## config.mk

```make
export PLATFORM = sky130hd
export DESIGN_NAME = stopwatch_ctrl
export DESIGN_NICKNAME = d
export VERILOG_FILES = /design/src/rtl/stopwatch_pkg.sv /design/src/rtl/bcd_digit.sv /design/src/rtl/stopwatch_ctrl.sv
export SDC_FILE = /design/constraint.sdc
export NUM_CORES = 1
export LEC_CHECK = 0
export CELL_PAD_IN_SITES_DETAIL_PLACEMENT = 1
export CELL_PAD_IN_SITES_GLOBAL_PLACEMENT = 1
export CORE_MARGIN = 1.5
export CORE_UTILIZATION = 38
export CTS_CLUSTER_DIAMETER = 120
export DETAILED_ROUTE_END_ITERATION = 7
export PLACE_DENSITY = 0.79
export RECOVER_POWER = 25
export SKIP_LAST_GASP = 1
export SLEW_MARGIN = 10
export SYNTH_ARGS = -nofsm -noshare
export SYNTH_HDL_FRONTEND = slang
export SYNTH_SLANG_ARGS = --single-unit
```

## constraint.sdc

```tcl
create_clock -name clk -period 3.15 [get_ports clk]
set_clock_uncertainty 0.15 [all_clocks]
set_input_delay 0.7875 -clock clk [delete_from_list [all_inputs] [get_ports clk]]
set_output_delay 0.7875 -clock clk [all_outputs]
set_load 0.02 [all_outputs]
```

## src/rtl/stopwatch_pkg.sv

```systemverilog
// Shared types and constants for the BCD stopwatch controller.
// Holds the FSM state encoding, digit geometry and a BCD increment helper.
package stopwatch_pkg;

    localparam int BCD_W      = 4;
    localparam int NUM_DIGITS = 3;
    localparam int DIGIT_MAX  = 9;
    localparam int CNT_W      = BCD_W * NUM_DIGITS;

    typedef enum logic [1:0] {
        IDLE  = 2'd0,
        RUN   = 2'd1,
        PAUSE = 2'd2,
        DONE  = 2'd3
    } state_t;

    // Value the digit cascade will hold after one tick; lets the FSM
    // compare against limit in the same cycle the count updates.
    function automatic logic [CNT_W-1:0] bcd_inc(input logic [CNT_W-1:0] v);
        logic [CNT_W-1:0] r;
        logic             c;
        r = v;
        c = 1'b1;
        for (int i = 0; i < NUM_DIGITS; i++) begin
            if (c) begin
                if (r[i*BCD_W +: BCD_W] == BCD_W'(DIGIT_MAX)) begin
                    r[i*BCD_W +: BCD_W] = '0;
                end else begin
                    r[i*BCD_W +: BCD_W] = r[i*BCD_W +: BCD_W] + 1'b1;
                    c = 1'b0;
                end
            end
        end
        return r;
    endfunction

endpackage

```

## src/rtl/bcd_digit.sv

```systemverilog
// One decimal digit of the stopwatch count: increments on en, wraps 9->0,
// and raises a combinational carry for the next digit up.
module bcd_digit
    import stopwatch_pkg::*;
(
    input  logic       clk,
    input  logic       rstn,
    input  logic       en,
    input  logic       clr,
    output logic [3:0] q,
    output logic       carry
);

    assign carry = en && (q == BCD_W'(DIGIT_MAX));

    always_ff @(posedge clk or negedge rstn) begin
        if (!rstn) begin
            q <= '0;
        end else if (clr) begin
            q <= '0;
        end else if (en) begin
            q <= carry ? '0 : q + 1'b1;
        end
    end

endmodule

```

## src/rtl/stopwatch_ctrl.sv

```systemverilog
// Three-digit BCD stopwatch: prescaled tick, start/stop/clear FSM, and a
// one-cycle done pulse when the count reaches a live BCD limit.
module stopwatch_ctrl
    import stopwatch_pkg::*;
#(
    parameter int PRESCALE = 4
)(
    input  logic        clk,
    input  logic        rstn,
    input  logic        start,
    input  logic        stop,
    input  logic        clear,
    input  logic [11:0] limit,
    output logic [11:0] count,
    output logic        running,
    output logic        done,
    output logic [1:0]  state
);

    localparam int             PS_W    = $clog2(PRESCALE);
    localparam logic [PS_W-1:0] PS_LAST = PS_W'(PRESCALE - 1);

    state_t          st;
    logic [PS_W-1:0] presc;
    logic            tick;
    logic            hit;
    logic            at_limit;
    logic            c0, c1;
    logic            unused_wrap;

    // A stop or clear in the tick cycle suppresses the increment.
    assign tick     = (st == RUN) && !clear && !stop && (presc == PS_LAST);
    // A limit digit above 9 can never equal a BCD count, so it never matches.
    assign hit      = (bcd_inc(count) == limit);
    assign at_limit = (count == limit);
    assign state    = st;

    bcd_digit u_units (
        .clk(clk), .rstn(rstn), .en(tick), .clr(clear),
        .q(count[3:0]), .carry(c0)
    );
    bcd_digit u_tens (
        .clk(clk), .rstn(rstn), .en(c0), .clr(clear),
        .q(count[7:4]), .carry(c1)
    );
    bcd_digit u_hundreds (
        .clk(clk), .rstn(rstn), .en(c1), .clr(clear),
        .q(count[11:8]), .carry(unused_wrap)
    );

    always_ff @(posedge clk or negedge rstn) begin
        if (!rstn) begin
            st      <= IDLE;
            presc   <= '0;
            running <= 1'b0;
            done    <= 1'b0;
        end else begin
            done <= 1'b0;
            if (clear) begin
                st      <= IDLE;
                presc   <= '0;
                running <= 1'b0;
            end else begin
                case (st)
                    IDLE: begin
                        if (start && !stop) begin
                            presc <= '0;
                            if (at_limit) begin
                                st   <= DONE;
                                done <= 1'b1;
                            end else begin
                                st      <= RUN;
                                running <= 1'b1;
                            end
                        end
                    end
                    RUN: begin
                        if (stop) begin
                            st      <= PAUSE;
                            running <= 1'b0;
                        end else if (presc == PS_LAST) begin
                            presc <= '0;
                            if (hit) begin
                                st      <= DONE;
                                running <= 1'b0;
                                done    <= 1'b1;
                            end
                        end else begin
                            presc <= presc + 1'b1;
                        end
                    end
                    PAUSE: begin
                        // Prescaler is left untouched so the period resumes.
                        if (start && !stop) begin
                            if (at_limit) begin
                                st   <= DONE;
                                done <= 1'b1;
                            end else begin
                                st      <= RUN;
                                running <= 1'b1;
                            end
                        end
                    end
                    DONE: begin
                    end
                    default: begin
                        st      <= IDLE;
                        running <= 1'b0;
                    end
                endcase
            end
        end
    end

endmodule
```

==> results of run 1 <==
## cell usage in the layout, fill, tap and decap left out, types with 2 or more instances in the layout
cell type / n
nand3b_1: 3
o31ai_1: 2
o21ai_1: 2
nor2b_1: 2
o21ai_0: 13
xnor2_1: 11
mux2i_1: 4
nand3_1: 5
xor2_1: 14
o22ai_1: 3
and3b_1: 2
nand2_1: 20
nor3_1: 6
clkbuf_8: 4
a21oi_1: 16
ha_1: 7
nor2_1: 16
dfrtp_1: 18
nor3b_1: 2
nor4_1: 2
nand2b_1: 2
dlygate4sd3_1: 2
clkdlybuf4s50_1: 30
inv_1: 7
## cell families after synthesis
| family | count (synthesis) | synth area share, % |
|---|---|---|
| AND/OR/NAND/NOR | 70 | 24.8 |
| AO/OA/AOI/OAI | 45 | 18.0 |
| XOR/XNOR | 25 | 14.1 |
| flip-flops | 18 | 29.0 |
| buffers and inverters | 15 | 5.08 |
| adder cells (fa/ha/maj) | 7 | 5.64 |
| multiplexers | 5 | 3.31 |
## worst register-to-register path: stages, from the launching register on
cell,delay (ns)
dfrtp_1,0.50
ha_1,0.32
and3b_1,0.44
nand2_1,0.13
o22ai_1,0.18
xor2_1,0.13
nor4_4,0.39
a41oi_2,0.19
o31a_1,0.28
## metal layers
layer	track usage (%)	vias up	routed length (um)
met3	2.87	7	111
met2	36.3	26	2150
li1	-	702	-
met4	8.16	0	77
met1	26.9	724	1980
met5	0	-	0
## cell type report
| cell class | instances | area (um2) | share of cell area [%] |
|---|---|---|---|
| inverters | 7 | 26.3 | 1.35 |
| repair buffers | 33 | 328 | 16.9 |
| multi-input cells | 152 | 1020 | 52.6 |
| well taps | 50 | 62.6 | 3.22 |
| flip-flops and latches | 18 | 450 | 23.2 |
| clock buffers | 4 | 55.1 | 2.83 |
## flip-flops by register name, indices dropped and copies added, names as in the netlist
register / flops
presc: 2
running: 1
u_tens.q: 4
done: 1
u_hundreds.q: 4
state: 2
u_units.q: 4
## worst max-delay path by stage
| stage | depth (start not counted) | slack [ns] | end |
|---|---|---|---|
| 2_1_floorplan | 9 | 0.68 | running$_DFFE_PN0P_ |
| 3_3_place_gp | 8 | 0.38 | running$_DFFE_PN0P_ |
| 3_5_place_dp | 8 | 0.27 | running$_DFFE_PN0P_ |
| 4_1_cts | 9 | 0.36 | running$_DFFE_PN0P_ |
| 5_1_grt | 8 | 0.17 | state[1]$_DFFE_PN0P_ |
| 6_report | 8 | 0.34 | running$_DFFE_PN0P_ |
## report_power, final
group          leakage (nW)  internal (mW)  switching (mW)
clock network        0.0288          0.111          0.0836
registers             0.248          0.238          0.0149
logic                 0.514         0.0585          0.0665
total                 0.790          0.408           0.165
==> qor.yml, run 1 <==
synth_area_mm2: 0.00155
regToRegStartpoint: "u_units.q[0]$_DFFE_PN0P_"
num_rows: 23
synth_nets: 209
power_uw: 573
post-route-util_pct: 49.0
syn2layout_area_growth_pct: 25.3
yosys_most_used_dff: "dfrtp_1"
grt_pass1_wl_um: 7120
synth.area.top_cells: "dfrtp_1 29%, xor2_1 7.9%, xnor2_1 6.2%"
cp_max_fo: 9
grt_setup_unrepaired: "no"
hold_end: "presc[1]$_DFFE_PN0P_"
period_minus_slack_ns: 2.81
synthTopCellsByCount: "20 x nand2_1, 18 x dfrtp_1, 16 x a21oi_1, 16 x nor2_1, 14 x xor2_1"
maxSlewHeadroom_pct: 41.8
clk_latency_ns: 0.26
startpoint_type: "register"
reg2reg_to: "running$_DFFE_PN0P_"
p_leak_nw: 0.790
drt_iter0_drc: 57
worst_setup_path_end_kind: "register"
path_cells: "ha_1, and3b_1, nand2_1, o22ai_1, xor2_1, nor4_4, a41oi_2, o31a_1"
yosysWarnings: 0
hp-class: "reg -> reg"
holdPathStages: 2
fin_cells: 264
cp_num_buf_inv: 0
irDropWorstVdd_mv: 0.162
cts-hold-fix-buffers: 0
dp_slack_ns: 0.271
synth_edf_count: 0
max_freq_mhz: 356
cts.root.buffer_cell: "clkbuf_8"
vias_per_cell: 5.53
path_class: "reg -> reg"
syn_inst: 185
worst_slew_pin_slew_ns: 0.870
finalCritPeriodShare_pct: 89.1
whs_ns: 0.433
layout-drive-gt1-share_pct: 7.01
die_w_um: 66.9
p_per_area_mw_per_mm2: 294
antenna_found_initial: 0
synth_area_per_cell_um2: 8.39
slowest_stage: "dfrtp_1"
grt_max_degree: 19
required_ns: 3.15
outcome: "finished, final reports clean"
detail_route.first_pass.iterations: 4
ant_nets: 0
min_from: "presc[1]$_DFFE_PN0P_"
dpl_cell_area_mm2: 0.00189
htree_levels: 1
initial_core_util_pct: 39.1
max_stage_delay_ns: 0.50
io_pins: 33
yosys.area.top_type: "dfrtp_1"
io_buffers: 32
cts.clk_slew.worst_paths_ns: 0.07
setup_ws_ns: 0.343
r2r_cells: 8
r2r_slack_ns: 0.34
cp.arrival_ns: 2.81
die_area_mm2: 0.00447
cts_sinks: 18
cts_resized: 0
tritoncts.num_buffers: 3
synth-seq-cells: 18
async_flop_share_pct: 100
die_y_um: 66.9
avgRoutedWirePerCell_um: 16.3
routed_wl_um: 4320
layout.nets: 239
cap_violations: 0
place_hpwl_um: 3360
path_delay_family: "simple AND/OR/NAND/NOR gates"
grt_use_total_pct: 21.2
hold_viol: 0
placedCellCount: 260
antenna_cells: 0
overflow: 0
clockBufferDepth: 2
drv_slew: 0
yosysMostFrequentCell: "nand2_1"
ys_seq_area_share_pct: 29.0
ys_types: 45
yosys.area.top_type_share_pct: 29.0
core_area_mm2: 0.00397
cts_tree: "built"
n_fill_cell: 480
vias: 1459
startpoint: "u_units.q[0]$_DFFE_PN0P_"
drc_errors: 0
gp_routability_congestion: 0.796
fin_area_mm2: 0.00194
setup_tns_ns: 0
setup_viol: 0
grt_pass1_vias: 1493
postCtsSetupBuffers: 0
Note: power is estimated with default switching activity, not from simulation.
==> run 2, diff against run 1 <==
Settings changed: MAX_ROUTING_LAYER set to met4.
==> run 2 against run 1 <==
Compared with the run above: utilization stayed put; worst setup slack better by 0.0022 ns; first-iteration DRC count is 14% lower; flip-flop and latch count stayed put; die area stayed put; global-route usage is 0.56 points higher; routed wire length is 0.39% lower; critical path depth stayed put; highest routed layer unchanged.
==> qor.yml, run 2 (synthesis gave the netlist of run 1 again) <==
cp.arrival_ns: 2.80  # about the same
initial_core_util_pct: 39.1  # unchanged
clockBufferDepth: 2  # unchanged
layout.nets: 239  # unchanged
antenna_found_initial: 0  # unchanged
reg.largest.list: "u_hundreds.q x4, u_tens.q x4, u_units.q x4"
r2r_cells: 8  # unchanged
r2r_slack_ns: 0.35  # about the same
regToRegStartpoint: "u_units.q[0]$_DFFE_PN0P_"
cts_sinks: 18  # unchanged
dr_wl_met3_um: 102  # -8.1%
cap_violations: 0  # unchanged
cts.root.buffer_cell: "clkbuf_8"
grt_pass1_wl_um: 7120  # unchanged
irDropWorstVdd_mv: 0.162  # about the same
path_delay_family: "simple AND/OR/NAND/NOR gates"
top_layer_used: "met4"
cts_tree: "built"
crit_end: "running$_DFFE_PN0P_"
cp_max_fo: 9  # unchanged
reg2reg_to: "running$_DFFE_PN0P_"
detail_route.first_pass.iterations: 4  # unchanged
setup_viol: 0  # unchanged
setup_tns_ns: 0  # unchanged
cts-hold-fix-buffers: 0  # unchanged
avgRoutedWirePerCell_um: 16.3  # -0.39%
period_minus_slack_ns: 2.80  # -0.00224 ns
max_stage_delay_ns: 0.50  # about the same
cts.clk_slew.worst_paths_ns: 0.07  # about the same
slowest_stage: "dfrtp_1"
startpoint: "u_units.q[0]$_DFFE_PN0P_"
p_per_area_mw_per_mm2: 294  # about the same
antenna_cells: 0  # unchanged
placedCellCount: 260  # unchanged
num_rows: 23  # unchanged
die_y_um: 66.9  # unchanged
worst_slew_pin_slew_ns: 0.870  # +0.000363 ns
overflow: 0  # unchanged
grt_setup_unrepaired: "no"
wl_met1_um: 1980  # +0.25%
startpoint_type: "register"
max_freq_mhz: 357  # about the same
tritoncts.num_buffers: 3  # unchanged
place_hpwl_um: 3360  # unchanged
vias: 1452  # -0.48%
cts_resized: 0  # unchanged
io_buffers: 32  # unchanged
layout_commonest_cell: "clkdlybuf4s50_1"
ant_nets: 0  # unchanged
layout-drive-gt1-share_pct: 7.01  # unchanged
htree_levels: 1  # unchanged
path_cells: "ha_1, and3b_1, nand2_1, o22ai_1, xor2_1, nor4_4, a41oi_2, o31a_1"
finalCritPeriodShare_pct: 89.0  # about the same
syn2layout_area_growth_pct: 25.3  # unchanged
hold_viol: 0  # unchanged
vias_per_cell: 5.50  # -0.48%
gp_routability_congestion: 0.808  # +1.4%
path_class: "reg -> reg"
grt_max_degree: 19  # unchanged
p_leak_nw: 0.790  # unchanged
worst_setup_path_end_kind: "register"
crit_cells: 8  # unchanged
clk_latency_ns: 0.26  # about the same
drv_slew: 0  # unchanged
fin_cells: 264  # unchanged
maxSlewHeadroom_pct: 41.8  # about the same
postCtsSetupBuffers: 0  # unchanged
grt_use_total_pct: 21.8  # +0.56 points
drt_iter0_drc: 49  # -14%
whs_ns: 0.430  # -0.00226 ns
wl_met2_um: 2130  # -0.84%
hp-class: "reg -> reg"
die_area_mm2: 0.00447  # unchanged
outcome: "finished, final reports clean"
required_ns: 3.15  # about the same
cp_num_buf_inv: 0  # unchanged
die_w_um: 66.9  # unchanged
io_pins: 33  # unchanged
core_area_mm2: 0.00397  # unchanged
drc_errors: 0  # unchanged
final_cell_mix: "30 x clkdlybuf4s50_1, 20 x nand2_1, 18 x dfrtp_1"
routed_wl_um: 4300  # -0.39%
grt_pass1_vias: 1494  # +0.067%
run 2: worst min path at each step:
stage / from / endpoint / slack [ns] / depth (start not counted)
after global routing: presc[0]$_DFFE_PN0P_ / presc[0]$_DFFE_PN0P_ / 0.46 / 2
after floorplan: rstn / done$_DFF_PN0_ / 0.34 / 0
after CTS: presc[1]$_DFFE_PN0P_ / presc[1]$_DFFE_PN0P_ / 0.44 / 2
after global placement: presc[1]$_DFFE_PN0P_ / presc[1]$_DFFE_PN0P_ / 0.38 / 2
after detailed placement: presc[1]$_DFFE_PN0P_ / presc[1]$_DFFE_PN0P_ / 0.43 / 2
final: presc[1]$_DFFE_PN0P_ / presc[1]$_DFFE_PN0P_ / 0.43 / 2
run 2: area by class of cell:
cell class,instances,area [um2]
multi-input combinational,152,1020
timing repair buffer,33,328
fill,480,2030
clock buffer,4,55.1
tap,50,62.6
sequential,18,450
inverter,7,26.3
run 2: metrics by stage:
| step | total power [mW] | setup WS, ns | utilization (%) | cell area [um2] |
|---|---|---|---|---|
| finish | 0.573 | 0.345 | 49.0 | 1940 |
| global route | 0.598 | 0.170 | 49.0 | 1940 |
| detailed placement | 0.383 | 0.271 | 47.6 | 1890 |
| CTS | 0.577 | 0.356 | 49.0 | 1940 |
| global placement | 0.377 | 0.380 | 47.6 | 1890 |
| floorplan | 0.319 | 0.682 | - | 1550 |
run 2: layer usage:
| layer | vias to the layer above | GRT usage [%] |
|---|---|---|
| met5 | - | - |
| met4 | 0 | 8.16 |
| met3 | 7 | 2.87 |
| met2 | 24 | 36.4 |
| met1 | 719 | 26.8 |
| li1 | 702 | - |
run 2: worst register-to-register path: stages, from the launching register on:
cell and delay, ns:
dfrtp_1 0.50, ha_1 0.32, and3b_1 0.44, nand2_1 0.13
o22ai_1 0.18, xor2_1 0.13, nor4_4 0.39, a41oi_2 0.19
o31a_1 0.27
run 2: power breakdown:
group / internal (mW) / switching [mW] / leakage (nW)
logic: 0.0585 / 0.0664 / 0.514
clock network: 0.111 / 0.0838 / 0.0288
registers: 0.238 / 0.0148 / 0.248
total: 0.408 / 0.165 / 0.790
==> run 3, diff against run 2 <==
Settings changed: CTS_CLUSTER_SIZE set to 14.
==> results of run 3 <==
Same layout as run 2: the final DEF is identical, and so are final timing and power.
